## src/rtl/bram_addr_gen_pkg.sv

```systemverilog
// -----------------------------------------------------------------------------
// bram_addr_gen_pkg
//   Shared definitions for the BRAM address generator: FSM state encoding
//   and the state type used by bram_addr_gen_fsm.
// -----------------------------------------------------------------------------
package bram_addr_gen_pkg;

  localparam int STATE_W = 2;

  localparam logic [STATE_W-1:0] ST_IDLE_ENC = 2'd0;
  localparam logic [STATE_W-1:0] ST_RUN_ENC  = 2'd1;
  localparam logic [STATE_W-1:0] ST_DONE_ENC = 2'd2;

  typedef enum logic [STATE_W-1:0] {
    IDLE = ST_IDLE_ENC,
    RUN  = ST_RUN_ENC,
    DONE = ST_DONE_ENC
  } state_t;

endpackage

```

## src/rtl/bram_addr_gen_fsm.sv

```systemverilog
// -----------------------------------------------------------------------------
// bram_addr_gen_fsm
//   Control FSM for the BRAM address generator (IDLE -> RUN -> DONE -> IDLE).
//   State flags are registered alongside the state so they are one-hot and
//   glitch-free.
//
// Ports
//   clk         in   clock, rising edge
//   reset       in   synchronous, active-high
//   start_i     in   start request (honoured in IDLE only)
//   cnt_zero_i  in   requested access count is zero
//   last_acc_i  in   the access completing the latched count happens this cycle
//   abort_i     in   cancel the active transfer (honoured in RUN only)
//   idle_o      out  FSM in IDLE
//   run_o       out  FSM in RUN
//   done_o      out  FSM in DONE (one-cycle pulse)
// -----------------------------------------------------------------------------
module bram_addr_gen_fsm
  import bram_addr_gen_pkg::*;
(
  input  logic clk,
  input  logic reset,
  input  logic start_i,
  input  logic cnt_zero_i,
  input  logic last_acc_i,
  input  logic abort_i,
  output logic idle_o,
  output logic run_o,
  output logic done_o
);

  state_t state;

  always_ff @(posedge clk) begin
    if (reset) begin
      state  <= IDLE;
      idle_o <= 1'b1;
      run_o  <= 1'b0;
      done_o <= 1'b0;
    end else begin
      case (state)
        IDLE: begin
          if (start_i && cnt_zero_i) begin
            state  <= DONE;
            idle_o <= 1'b0;
            run_o  <= 1'b0;
            done_o <= 1'b1;
          end else if (start_i) begin
            state  <= RUN;
            idle_o <= 1'b0;
            run_o  <= 1'b1;
            done_o <= 1'b0;
          end
        end
        RUN: begin
          // Abort wins over a coincident final access: no done pulse.
          if (abort_i) begin
            state  <= IDLE;
            idle_o <= 1'b1;
            run_o  <= 1'b0;
            done_o <= 1'b0;
          end else if (last_acc_i) begin
            state  <= DONE;
            idle_o <= 1'b0;
            run_o  <= 1'b0;
            done_o <= 1'b1;
          end
        end
        DONE: begin
          state  <= IDLE;
          idle_o <= 1'b1;
          run_o  <= 1'b0;
          done_o <= 1'b0;
        end
        default: begin
          state  <= IDLE;
          idle_o <= 1'b1;
          run_o  <= 1'b0;
          done_o <= 1'b0;
        end
      endcase
    end
  end

endmodule

```

## src/rtl/bram_addr_gen.sv

```systemverilog
// -----------------------------------------------------------------------------
// bram_addr_gen
//   Strided BRAM address generator. A start in IDLE latches base, stride and
//   access count; RUN then presents one address per cycle, advancing on each
//   accepted access (addr_vld_o && en_i). DONE pulses for one cycle after the
//   last access. abort_i returns to IDLE without a done pulse.
//
//   Optional feature: define BRAM_ADDR_GEN_WRAP_EN to add wrap_lim_i; the
//   address then wraps past the latched limit instead of modulo 2^AWIDTH.
//
// Ports
//   clk          in   clock, rising edge
//   reset        in   synchronous, active-high
//   start_i      in   begin a transfer (sampled in IDLE)
//   base_addr_i  in   first address, latched on start
//   stride_i     in   per-access increment, latched on start
//   cnt_val_i    in   number of accesses, latched on start
//   wrap_lim_i   in   wrap limit, latched on start (BRAM_ADDR_GEN_WRAP_EN only)
//   en_i         in   consumer ready
//   abort_i      in   cancel active transfer
//   addr_o       out  current address
//   addr_vld_o   out  address valid (== run_o)
//   acc_cnt_o    out  accesses completed in current/last transfer
//   idle_o/run_o/done_o  out  one-hot FSM state flags
// -----------------------------------------------------------------------------
module bram_addr_gen
  import bram_addr_gen_pkg::*;
#(
  parameter int AWIDTH  = 8,
  parameter int CNT_BIT = 31
) (
  input  logic               clk,
  input  logic               reset,
  input  logic               start_i,
  input  logic [AWIDTH-1:0]  base_addr_i,
  input  logic [AWIDTH-1:0]  stride_i,
  input  logic [CNT_BIT-1:0] cnt_val_i,
`ifdef BRAM_ADDR_GEN_WRAP_EN
  input  logic [AWIDTH-1:0]  wrap_lim_i,
`endif
  input  logic               en_i,
  input  logic               abort_i,
  output logic [AWIDTH-1:0]  addr_o,
  output logic               addr_vld_o,
  output logic [CNT_BIT-1:0] acc_cnt_o,
  output logic               idle_o,
  output logic               run_o,
  output logic               done_o
);

  localparam logic [CNT_BIT-1:0] CNT_ONE = CNT_BIT'(1);

`ifdef BRAM_ADDR_GEN_WRAP_EN
  // Sum is formed one bit wider so a carry out counts as exceeding the limit.
  function automatic logic [AWIDTH-1:0] next_addr(
    input logic [AWIDTH-1:0] a,
    input logic [AWIDTH-1:0] s,
    input logic [AWIDTH-1:0] lim
  );
    logic [AWIDTH:0] sum;
    logic [AWIDTH:0] lim_w;
    sum   = {1'b0, a} + {1'b0, s};
    lim_w = {1'b0, lim};
    if (sum <= lim_w)
      next_addr = AWIDTH'(sum);
    else
      next_addr = AWIDTH'(sum - lim_w - {{AWIDTH{1'b0}}, 1'b1});
  endfunction
`else
  function automatic logic [AWIDTH-1:0] next_addr(
    input logic [AWIDTH-1:0] a,
    input logic [AWIDTH-1:0] s
  );
    next_addr = a + s;
  endfunction
`endif

  logic [AWIDTH-1:0]  addr_p0;
  logic [CNT_BIT-1:0] acc_cnt_p0;
  logic [AWIDTH-1:0]  stride_p0;
  logic [CNT_BIT-1:0] cnt_lat_p0;
`ifdef BRAM_ADDR_GEN_WRAP_EN
  logic [AWIDTH-1:0]  wrap_lim_p0;
`endif

  logic               cnt_zero;
  logic               accept;
  logic               fire;
  logic               last_acc;
  logic [CNT_BIT-1:0] acc_inc;
  logic [AWIDTH-1:0]  addr_nxt;

  assign cnt_zero = (cnt_val_i == '0);
  assign accept   = idle_o & start_i;
  // An access completes only if it is not cancelled by a coincident abort.
  assign fire     = run_o & en_i & ~abort_i;
  assign acc_inc  = acc_cnt_p0 + CNT_ONE;
  assign last_acc = run_o & en_i & (acc_inc == cnt_lat_p0);

`ifdef BRAM_ADDR_GEN_WRAP_EN
  assign addr_nxt = next_addr(addr_p0, stride_p0, wrap_lim_p0);
`else
  assign addr_nxt = next_addr(addr_p0, stride_p0);
`endif

  bram_addr_gen_fsm u_fsm (
    .clk        (clk),
    .reset      (reset),
    .start_i    (start_i),
    .cnt_zero_i (cnt_zero),
    .last_acc_i (last_acc),
    .abort_i    (abort_i),
    .idle_o     (idle_o),
    .run_o      (run_o),
    .done_o     (done_o)
  );

  // Stage p0: transfer configuration, latched on an accepted start
  always_ff @(posedge clk) begin
    if (accept) begin
      stride_p0  <= stride_i;
      cnt_lat_p0 <= cnt_val_i;
`ifdef BRAM_ADDR_GEN_WRAP_EN
      wrap_lim_p0 <= wrap_lim_i;
`endif
    end
  end

  // Stage p0: address and access counter
  always_ff @(posedge clk) begin
    if (reset) begin
      addr_p0    <= '0;
      acc_cnt_p0 <= '0;
    end else if (accept) begin
      acc_cnt_p0 <= '0;
      // A zero-length transfer issues no address, so the old one is kept.
      if (!cnt_zero)
        addr_p0 <= base_addr_i;
    end else if (fire) begin
      addr_p0    <= addr_nxt;
      acc_cnt_p0 <= acc_inc;
    end
  end

  assign addr_o     = addr_p0;
  assign acc_cnt_o  = acc_cnt_p0;
  assign addr_vld_o = run_o;

endmodule

```

## config.mk

```make
export PLATFORM = sky130hd
export DESIGN_NAME = bram_addr_gen
export DESIGN_NICKNAME = d
export VERILOG_FILES = /design/src/rtl/bram_addr_gen_pkg.sv /design/src/rtl/bram_addr_gen_fsm.sv /design/src/rtl/bram_addr_gen.sv
export SDC_FILE = /design/constraint.sdc
export NUM_CORES = 1
export LEC_CHECK = 0
export ABC_AREA = 1
export CAP_MARGIN = 5
export CORE_UTILIZATION = 52
export CTS_CLUSTER_DIAMETER = 200
export CTS_CLUSTER_SIZE = 30
export DETAILED_ROUTE_END_ITERATION = 6
export PLACE_DENSITY = 0.87
export SLEW_MARGIN = 0
export SYNTH_ARGS = -nofsm -noshare
export SYNTH_HDL_FRONTEND = slang
export SYNTH_SLANG_ARGS = --single-unit
```

## constraint.sdc

```tcl
create_clock -name clk -period 4.4 [get_ports clk]
set_input_delay 1.32 -clock clk [delete_from_list [all_inputs] [get_ports clk]]
set_output_delay 1.32 -clock clk [all_outputs]
set_load 0.005 [all_outputs]
```

==> impl_metrics.env <==
export IMPL_clk_path_buf_depth=2
export IMPL_reg2reg_to="u_fsm.idle_o"
export IMPL_firstDrtPassIters=5
export IMPL_fin_total_pwr_mw=1.71
export IMPL_crit_path_start_kind="input port"
export IMPL_p_int_mw=1.24
export IMPL_cts_num_sinks=81
export IMPL_irDropWorstVdd_mv=0.198
export IMPL_p_leak_nw=2.46
export IMPL_mostFrequentLayoutCells="nand2_1 (191), clkdlybuf4s50_1 (94), inv_1 (91)"
export IMPL_die_width_um=97.5
export IMPL_critPathKind="in2reg"
export IMPL_ys_warn_count=0
export IMPL_diodes=0
export IMPL_hold_viol=0
export IMPL_detailedPlace_worstSlack_ns=0.801
export IMPL_pwr_share_seq_pct=51.6
export IMPL_drt_initial_drc_count=426
export IMPL_wirelength_um=13400
export IMPL_antenna_found_initial=0
export IMPL_die_h_um=97.5
export IMPL_initial_core_util_pct=54.1
export IMPL_rsz0062_at_grt="no"
export IMPL_drc=0
export IMPL_worst_pin_slew_ns=0.572
export IMPL_slew_headroom_pct=61.8
export IMPL_r2r_start="acc_cnt_o[0]"
export IMPL_dp_hpwl_um=10100
export IMPL_post_route_min_period_ns=3.21
export IMPL_p_sw_mw=0.466
export IMPL_h_tree_depth=3
export IMPL_comb_power_share_pct=16.9
export IMPL_ys_types=36
export IMPL_p_sw_share_pct=27.3
export IMPL_slowest_delay_ns=0.54
export IMPL_viasPerCell=5.59
export IMPL_power_density_nw_per_um2=286
export IMPL_hp_class="reg2reg"
export IMPL_ant_nets=0
export IMPL_synth_cell_area_sq_um=4740
export IMPL_final_common_cell="nand2_1"
export IMPL_io_pins=95
export IMPL_crit_slowest_cell="clkdlybuf4s50_1"
export IMPL_grt_util_all_layers_pct=28.6
export IMPL_crit_fanout=20
export IMPL_ys_seq_area_share_pct=42.4
export IMPL_grt_pass1_vias=4663
export IMPL_end_kind="register"
export IMPL_fin_crit_sh_pct=73.1
export IMPL_r2r_cells=16
export IMPL_maxSlewViolCount=0
export IMPL_max_freq_mhz=311
export IMPL_fin_worst_skew_ns=0.0119
export IMPL_layout_drive_gt1_share_pct=5.03
export IMPL_setup_viol=0
export IMPL_num_rows=34
export IMPL_numCtsBuffers=9
export IMPL_startpoint="abort_i"
export IMPL_status="finished, final reports clean"
export IMPL_required_ns=4.63
export IMPL_worstHoldEndpoint="u_fsm.idle_o"
export IMPL_whs_path_depth=2
export IMPL_routedWlPerCell_um=15.5
export IMPL_clk_latency_ns=0.36
export IMPL_ys_ff_latch=81
export IMPL_coreArea_sq_um=8760
export IMPL_routabilityCongestion=1.01
export IMPL_hold_start="u_fsm.idle_o"
export IMPL_pwr_share_clk_pct=31.5
export IMPL_grt_max_degree=44
export IMPL_vias=4832
export IMPL_fp_dieArea_sq_um=9510
export IMPL_syn_nets=715
export IMPL_cts_root_buffer="clkbuf_8"
export IMPL_r2r_slack_ns=1.78
export IMPL_numPortBuffers=94
export IMPL_drv_cap=0
export IMPL_cts_tree="done"
export IMPL_cp_cell_sequence="clkdlybuf4s50_1 -> nor2_2 -> inv_1 -> nor2_1 -> a21oi_1 -> inv_1 -> o21ai_0 -> a21oi_1"
export IMPL_path_clk_slew_ns=0.08
export IMPL_fin_setup_tns_ns=0
export IMPL_post_cts_buffers=0
export IMPL_holdBufCountCts=0
export IMPL_nets=812
export IMPL_syn2layout_area_growth_pct=26.1
export IMPL_fin_ws_ns=1.19
export IMPL_avgSynthCellArea_sq_um=7.25
export IMPL_overflow=0
export IMPL_cp_arrival_ns=3.44
export IMPL_netlist_instances=654
export IMPL_cts_resized_gates=0
export IMPL_grt_pass1_wl_um=21600
==> critical path: cells and delay by family <==
family                 cells  cell delay (ns)
buffers and inverters      3             1.22
AO/OA/AOI/OAI              3             0.65
AND/OR/NAND/NOR            2             0.25
==> routing by layer <==
| metal | track usage (%) | routed length (um) | up-vias |
|---|---|---|---|
| met5 | 0 | 0 | - |
| met2 | 48.0 | 6460 | 265 |
| li1 | - | - | 2330 |
| met1 | 34.2 | 5210 | 2200 |
| met4 | 12.6 | 385 | 0 |
| met3 | 7.77 | 1350 | 37 |
==> registers in the layout, summed over array words and instances, names as in the netlist <==
register / flops
acc_cnt_o: 31
u_fsm.done_o: 1
addr_o: 8
u_fsm.idle_o: 1
cnt_lat_p0: 31
u_fsm.state: 1
stride_p0: 8
==> cell families after synthesis <==
group | synth area share, %
adders and majority gates | 2.53
buffers and inverters | 8.44
and+or+nand+nor | 33.2
xor gates and xnor gates | 2.98
DFF | 42.4
AOI/OAI and AO/OA | 10.4
==> stage by stage <==
| step | util [%] | hold WS, ns | cells | instance area (sq um) |
|---|---|---|---|---|
| final | 68.2 | 0.488 | 864 | 5980 |
| after detailed placement | 66.1 | 0.484 | 848 | 5790 |
| after global placement | 66.1 | 0.469 | 848 | 5790 |
| after global routing | 68.2 | 0.520 | 864 | 5980 |
| after CTS | 68.2 | 0.497 | 864 | 5980 |
| after floorplan | - | 0.455 | 654 | 4740 |
==> cell usage after synthesis <==
cell      instances  area (sq um)
a211oi_1          1          7.51
a21o_1            1          7.51
a21oi_1          35           175
a31oi_1           2          12.5
and2_0            1          6.26
and2_1            2          12.5
buf_2             2          10.0
buf_4             1          7.51
clkbuf_1          8          30.0
clkinv_1          1          3.75
dfxtp_1          42           841
edfxtp_1         39          1170
fa_1              1          20.0
ha_1              8           100
inv_1            91           342
inv_2             2          7.51
nand2_1         191           717
nand2_2           5          31.3
nand2_4           2          22.5
nand3_1          56           280
nand3_2           2          20.0
nand3b_1          6          45.0
nand4_1           4          25.0
nor2_1           67           251
nor2_2            3          18.8
nor2_4            8          90.1
nor3_1            1          5.00
nor3b_1           1          7.51
nor4_1            7          43.8
o211ai_1         13          97.6
o21ai_0          34           170
o21ai_1           2          10.0
o22ai_1           2          12.5
xnor2_1           3          26.3
xnor3_1           2          45.0
xor2_1            8          70.1
==> final cells by class <==
cell class / count / area, sq um
tap: 108 / 135
clock inverter: 5 / 55.1
inverter: 94 / 353
clock buffer: 11 / 131
fill: 715 / 2780
timing repair buffer: 97 / 963
sequential: 81 / 2010
multi-input combinational: 468 / 2330
==> worst max-delay path by stage <==
| stage | endpoint | slack [ns] | cells after the start |
|---|---|---|---|
| CTS | addr_o[3] | 1.18 | 9 |
| floorplan | addr_o[5] | 0.67 | 8 |
| global route | addr_o[3] | 1.05 | 8 |
| global placement | addr_o[7] | 0.98 | 9 |
| finish | addr_o[3] | 1.19 | 8 |
| detailed placement | addr_o[3] | 0.80 | 9 |
==> power groups by stage <==
stage	logic [mW]	clock network [mW]	registers (mW)
after floorplan	0.153	0	0.886
after global placement	0.272	0	0.895
after detailed placement	0.284	0	0.897
after CTS	0.287	0.543	0.880
after global routing	0.317	0.575	0.887
final	0.289	0.539	0.882
Note: power is estimated with default switching activity, not from simulation.
